--- src/rtl/branch_recovery_unit.sv ---
// Branch recovery: remembers the not-predicted PC per tag, tracks CDB resolution and runs the
// flush/redirect sequence when the predictor reports a mispredict on a freshly resolved branch.
module branch_recovery_unit #(
  parameter int unsigned TAG_W        = 4,
  parameter int unsigned FLUSH_CYCLES = 1,
  parameter int unsigned CNT_W        = 16
) (
  input  logic              clk,
  input  logic              rst,
  input  logic              rdy,
  input  logic              rec_valid,
  input  logic [TAG_W-1:0]  rec_tag,
  input  logic [31:0]       rec_alt_pc,
  input  logic [73:0]       cdb,
  input  logic [TAG_W:0]    mis_tag,
  output logic              flush,
  output logic              fetch_stall,
  output logic              redirect_valid,
  output logic [31:0]       redirect_pc,
  output logic [CNT_W-1:0]  mispredict_count,
  output logic              orphan_mis
);

  localparam int unsigned Depth = 2 ** TAG_W;

  typedef enum logic [1:0] {EntEmpty, EntPending, EntResolved} ent_e;
  typedef enum logic [1:0] {StIdle, StFlush, StRedirect} state_e;

  state_e            state_q, state_d;
  logic [2:0]        cnt_q, cnt_d;
  ent_e              ent_q [Depth];
  ent_e              ent_d [Depth];
  logic [31:0]       alt_q [Depth];
  logic              rec_we;
  logic              accept;
  logic              orphan_d;
  logic [TAG_W-1:0]  mis_idx;
  logic [TAG_W-1:0]  cdb_tag;
  logic [31:0]       redirect_pc_d;
  logic [CNT_W-1:0]  count_d;

  // Only valid and tag of the CDB matter here; the value field is ignored.
  logic unused_cdb;
  assign unused_cdb = ^{cdb[73:37], cdb[31:0]};

  assign mis_idx = mis_tag[TAG_W-1:0];
  assign cdb_tag = cdb[32 +: TAG_W];

  always_comb begin
    state_d  = state_q;
    cnt_d    = cnt_q;
    ent_d    = ent_q;
    rec_we   = 1'b0;
    accept   = 1'b0;
    orphan_d = 1'b0;

    // RESOLVED survives one cycle only: exactly the window in which the predictor's tag lands.
    for (int i = 0; i < Depth; i++) begin
      if (ent_q[i] == EntResolved) begin
        ent_d[i] = EntEmpty;
      end
      if (cdb[36] && cdb_tag == TAG_W'(i) && ent_q[i] == EntPending) begin
        ent_d[i] = EntResolved;
      end
    end

    unique case (state_q)
      StIdle: begin
        if (rec_valid) begin
          ent_d[rec_tag] = EntPending;
          rec_we         = 1'b1;
        end
        if (mis_tag[TAG_W]) begin
          if (ent_q[mis_idx] == EntResolved) begin
            accept  = 1'b1;
            state_d = StFlush;
            cnt_d   = 3'd0;
          end else begin
            orphan_d = 1'b1;
          end
        end
      end
      StFlush: begin
        for (int i = 0; i < Depth; i++) begin
          ent_d[i] = EntEmpty;
        end
        if (cnt_q == 3'(FLUSH_CYCLES - 1)) begin
          state_d = StRedirect;
          cnt_d   = 3'd0;
        end else begin
          cnt_d = cnt_q + 3'd1;
        end
      end
      StRedirect: begin
        state_d = StIdle;
      end
      default: begin
        state_d = StIdle;
      end
    endcase

    redirect_pc_d = accept ? alt_q[mis_idx] : redirect_pc;
    count_d       = (accept && mispredict_count != '1) ? mispredict_count + 1'b1
                                                       : mispredict_count;
  end

  always_ff @(posedge clk) begin
    if (rst) begin
      state_q          <= StIdle;
      cnt_q            <= 3'd0;
      flush            <= 1'b0;
      fetch_stall      <= 1'b0;
      redirect_valid   <= 1'b0;
      redirect_pc      <= 32'd0;
      mispredict_count <= '0;
      orphan_mis       <= 1'b0;
      for (int i = 0; i < Depth; i++) begin
        ent_q[i] <= EntEmpty;
      end
    end else if (rdy) begin
      state_q          <= state_d;
      cnt_q            <= cnt_d;
      flush            <= (state_d == StFlush);
      fetch_stall      <= (state_d != StIdle);
      redirect_valid   <= (state_d == StRedirect);
      redirect_pc      <= redirect_pc_d;
      mispredict_count <= count_d;
      orphan_mis       <= orphan_d;
      ent_q            <= ent_d;
    end
  end

  // PC storage needs no reset: an EMPTY entry's PC is never used.
  always_ff @(posedge clk) begin
    if (!rst && rdy && rec_we) begin
      alt_q[rec_tag] <= rec_alt_pc;
    end
  end

endmodule

--- config.mk ---
export PLATFORM = sky130hd
export DESIGN_NAME = branch_recovery_unit
export DESIGN_NICKNAME = d
export VERILOG_FILES = /design/src/rtl/branch_recovery_unit.sv
export SDC_FILE = /design/constraint.sdc
export NUM_CORES = 1
export LEC_CHECK = 0
export BUFFER_PORTS_ARGS = -buffer_cell sky130_fd_sc_hd__buf_2
export CAP_MARGIN = 20
export CELL_PAD_IN_SITES_DETAIL_PLACEMENT = 0
export CELL_PAD_IN_SITES_GLOBAL_PLACEMENT = 1
export CORE_ASPECT_RATIO = 0.8
export CORE_UTILIZATION = 47
export CTS_CLUSTER_DIAMETER = 30
export DETAILED_ROUTE_END_ITERATION = 8
export GPL_TIMING_DRIVEN = 0
export PLACE_DENSITY_LB_ADDON = 0.12
export SYNTH_ARGS = -nofsm -noshare
export SYNTH_HDL_FRONTEND = slang
export SYNTH_SLANG_ARGS = --single-unit
--- constraint.sdc ---
create_clock -name clk -period 4.08 [get_ports clk]
set_input_delay 0 -clock clk [delete_from_list [all_inputs] [get_ports clk]]
set_output_delay 0 -clock clk [all_outputs]
set_load 0.02 [all_outputs]
After elaboration in Yosys (flattened, before gate mapping)
Memory sizes are Yosys's and may differ from the RTL's. A register that Yosys moved wholly into a read port is not among the register bits.
Index checks and enable logic that the tools add are counted.

word-level totals
  output and inout bits = 52
  memories kept = 1
  input port bits = 119
  bits in registers = 57
  RAM bits = 512
  word-level logic and storage cells = 190

memories
  name   depth  bits a word  rd ports  clocked after Yosys merged registers in  wr ports  line  source
  alt_q  16     32           1         1                                        1         33    logic [31:0] alt_q [Depth];

cells by class
  muxes and demuxes = 57
  bitwise gates (word level) = 5
  equal/unequal tests = 54
  reductions and logical operators = 45
  add/subtract/negate cells = 2
  order comparisons = 3

operator list
  cell                                                                   count
  2-bit 2-to-1 mux                                                       38
  32-bit one-hot mux with 2 select lines                                 1
  2-bit by 1-bit equality test with 1-bit output, second input constant  18
  2-bit equality test, second input constant                             18
  1-bit logical AND                                                      36
  4-bit equality test, second input constant                             8
  32-bit 2-to-1 mux                                                      1
  16-bit by 1-bit adder with 16-bit output, second input constant        1
  16-bit bitwise AND                                                     1
  4-bit by 3-bit equality test with 1-bit output, second input constant  4
  16-bit inequality test, second input constant                          1
  16-bit NOT                                                             1
  16-bit OR                                                              1
  5-bit greater-or-equal comparator, second input constant               2
  1-bit 2-to-1 mux                                                       10
  4-bit NOT with 5-bit output                                            2
  3-bit 2-to-1 mux                                                       3
  2-bit binary-select mux with 4-bit select                              1
  2-bit demux with 4-bit select                                          1
  4-bit by 2-bit equality test with 1-bit output, second input constant  2
  3-bit one-hot mux with 2 select lines                                  1
  5-bit by 1-bit < comparator with 1-bit output, second input constant   1
  4-bit by 1-bit equality test with 1-bit output, second input constant  1
  4-bit logical NOT                                                      1
  9 further kinds                                                        12

Longest topological paths before layout
  word-level depth = 10
  depth in mapped cells = 10
  gate-level depth less buffers = 7

Worst setup path after synthesis
OpenSTA, ideal clock, no wires.

  path kind = reg-to-reg
  from = register state_q[1]
  to = memory alt_q[7][0] (enable)
  data arrival time = 2.533 ns
  setup slack = 1.126 ns
  clock period less this slack = 2.954 ns
  path buffers = 0
  stages on the path, launching flop included = 6
  required time = 3.659 ns
  library setup time = 0.421 ns
  cell sequence = dfxtp_1 > nor3b_1 > nand2_1 > nor2_1 > nand3_1 > nor2_1

between the ends
  cells in the longest elaborated chain, start to end = 5

ends and longest elaborated chain
  what                                    line  source
  from (decl)                             29    state_e state_q, state_d;
  from (signal assigned)                  109   state_q <= StIdle;
  from (signal assigned)                  121   state_q <= state_d;
  2-bit logical NOT                       67    unique case (state_q)
  1-bit 2-to-1 mux                        67
  1-bit logical AND                       135   if (!rst && rdy && rec_we) begin
  1-bit 2-to-1 mux                        135
  1-bit 2-to-1 mux (not written as such)  136   alt_q[rec_tag] <= rec_alt_pc;
  to (decl)                               33

No other way between the ends.

Worst setup path in the final report
  from = register state_q[1]
  to = memory alt_q[13][15] (enable)

Same word-level chain as after synthesis.

==> out/qor.csv <==
metric;value;unit
power.leakage;10.6;nW
run_status;finished, final reports clean;
firstDrtPassIters;5;
cts.sinks;601;
synth_flop_cell;edfxtp_1;
hold_path_class;in2reg;
timing.setup.tns;0;ns
hpwlAfterDp;40.2;mm
pre_cts_ws;0.861;ns
r2r-start;state_q[1]$_SDFFE_PP0P_;
port_buffers;98;
rows;73;
hold_viol;0;
whs;0.103;ns
cp_cell_sequence;nor3b_1 > nand2_1 > nor2_1 > nand2_1 > nor2_4 > buf_16;
path_clk_slew;0.05;ns
setup_viol;0;
synth_top_area_cell;edfxtp_1;
r2r_cells;6;
max_stage_delay;0.80;ns
grt_pass1_vias;14300;
ys_top_cells_by_area;edfxtp_1 (65%), dfxtp_1 (7.5%), mux2i_1 (6.2%), mux4_2 (6.1%), a21oi_1 (1.8%);
n_antenna_cell;0;
placedInstanceArea;0.0257;mm2
grt_pass1_wl;92.5;mm
muxShareOfSynthArea;12.5;%
initialDrtViolationCount;1268;
maxSlewViolCount;0;
synth_xor_area_share;0.0368;%
area_growth;27.2;%
worstPathMaxFanout;21;
yosys.area.top_type_share;64.7;%
synthTopCellsByCount;edfxtp_1 (512), mux2i_1 (148), dfxtp_1 (89), nor2_1 (86), a21oi_1 (84);
yosys.area_share.simple;6.08;%
routedWlPerCell;24.7;um
antenna_found_initial;0;
synthesis.nets;1580;
end_kind;flip-flop;
clock.fmax;0.306;GHz
ys_warn_count;0;
grt_util_all_layers;24.8;%
clock_latency;0.66;ns
ir_drop;0.000346;V
synth-adder-area-share;0.158;%
ys_seq_area_share;72.2;%
final_cells;2514;
slew-limit-headroom;34.1;%
cp_common_cell;nand2_1;
crit_type;reg2reg;
gp_congestion;0.894;
grt_max_degree;22;
rsz0062_at_grt;no;
drc;0;
dp.cells;2250;
synth-edff-count;512;
drv_cap;0;
arrival;3.63;ns
core-area;0.0498;mm2
drive_gt1_share;23.2;%
antenna_left;0;
synth_top_family_by_area;multiplexers;
syn_area;0.0238;mm2
cts_inserted_buffers;113;
finalWirelength;62.2;mm
ctsHoldBuffers;47;
routed_via_density;5.73;
die_h;203;um
critPathLaunchType;flip-flop;
r2r_end;alt_q[13][15]$_DFFE_PP_;
tightest_slew;0.988;ns
hold_start;cdb[36];
period_minus_slack;3.27;ns
fillCellCount;3711;
cts_max_level;3;
yosysUniqueCellTypes;56;
die_w;253;um
cts_buffer_depth;3;
postCtsSetupBuffers;0;
whs_endpoint;ent_q[19]$_SDFFE_PP0P_;
ctsRootBufferMaster;clkbuf_16;
initial_utilization;47.7;%
cts_tree;done;
slowest_stage;nor2_4;
avgSynthCellArea;16.3;um2
gr-total-overflow;0;
finalInstanceArea;0.0302;mm2
rrSetupSlack;0.81;ns
routed-via-count;14400;
setup_slack;0.807;ns
syn_inst;1458;
yosysMostFrequentCell;edfxtp_1;
synth-compound-area-share;7.14;%
skew;0.0132;ns
pwr_density_cell;567;mW/mm2
ios;171;
whs_path_depth;4;
finalNetCount;1861;
dieArea;0.0515;mm2
synth_seq_cells;601;
cts_resized;0;
async_flop_share;0;%
worstPathRequired;4.43;ns
post-route-period-util;80.2;%
[sequential cells by signal, indices dropped and copies added (netlist names)]
signal            count
alt_q               512
cnt_q                 3
ent_q                32
fetch_stall           1
flush                 1
mispredict_count     16
orphan_mis            1
redirect_pc          32
redirect_valid        1
state_q               2
[where the power goes]
group	total, W	internal (W)	switching [W]
logic	0.000768	0.000267	0.000501
registers	0.00673	0.00671	0.0000170
clock network	0.00966	0.00645	0.00321
total	0.0172	0.0134	0.00373
[layout make-up]
| type | instances | area [um2] | share of cell area, % |
|---|---|---|---|
| Sequential cell | 601 | 17200 | 56.7 |
| Multi-Input combinational cell | 760 | 6280 | 20.8 |
| Clock buffer | 136 | 2990 | 9.87 |
| Timing Repair Buffer | 166 | 1470 | 4.87 |
| Clock inverter | 79 | 1050 | 3.47 |
| Tap cell | 675 | 845 | 2.79 |
| Buffer | 88 | 423 | 1.40 |
| Inverter | 9 | 33.8 | 0.112 |
[critical path: cells and delay by family, from the launching register on]
family	cells	cell delay (ns)
simple gates	5	2.33
flops	1	0.36
buf+inv	1	0.24
[layout by cell type, fill, tap and decap left out, drive strengths merged, types with 35 or more instances in the layout]
cell / count
dlygate4sd3: 47
nor3: 41
mux4: 64
clkinv: 35
o21ai: 40
clkbuf: 190
a21oi: 84
nor2: 86
buf: 153
nand2: 68
mux2i: 148
a221oi: 45
edfxtp: 512
dfxtp: 89
[worst max-delay path by stage]
stage / from / to / slack [ns]
after CTS: state_q[1]$_SDFFE_PP0P_ / alt_q[13][13]$_DFFE_PP_ / 0.84
after floorplan: state_q[1]$_SDFFE_PP0P_ / alt_q[7][0]$_DFFE_PP_ / 1.13
after global placement: state_q[1]$_SDFFE_PP0P_ / alt_q[15][22]$_DFFE_PP_ / -1.26
final: state_q[1]$_SDFFE_PP0P_ / alt_q[13][15]$_DFFE_PP_ / 0.81
after global routing: state_q[1]$_SDFFE_PP0P_ / alt_q[13][13]$_DFFE_PP_ / 0.70
after detailed placement: state_q[1]$_SDFFE_PP0P_ / alt_q[13][22]$_DFFE_PP_ / 0.86
[stage by stage]
step	utilization, %	power, W
2_1_floorplan	-	0.00725
3_3_place_gp	50.4	0.00755
3_5_place_dp	51.6	0.00757
4_1_cts	60.7	0.0173
5_1_grt	60.7	0.0176
6_report	60.7	0.0172
[routing by layer]
metal	track usage (%)	wire, um	up-vias	share of wire (%)
met5	0	0	-	0
met1	36.8	28800	7321	46
met2	37.1	28100	516	45
li1	-	-	6471	-
met4	6.97	1250	0	2.0
met3	4.90	4040	100	6.5
[cells by family (layout without fill, tap and decap cells)]
logic type,Yosys count,after routing
DFF,601,601
and+or+nand+nor,291,291
AOI/OAI and AO/OA,249,249
muxes,216,216
buffers and inverters,97,478
adders and majority gates,3,3
xor gates and xnor gates,1,1
Power figures use the tool's default switching activity.
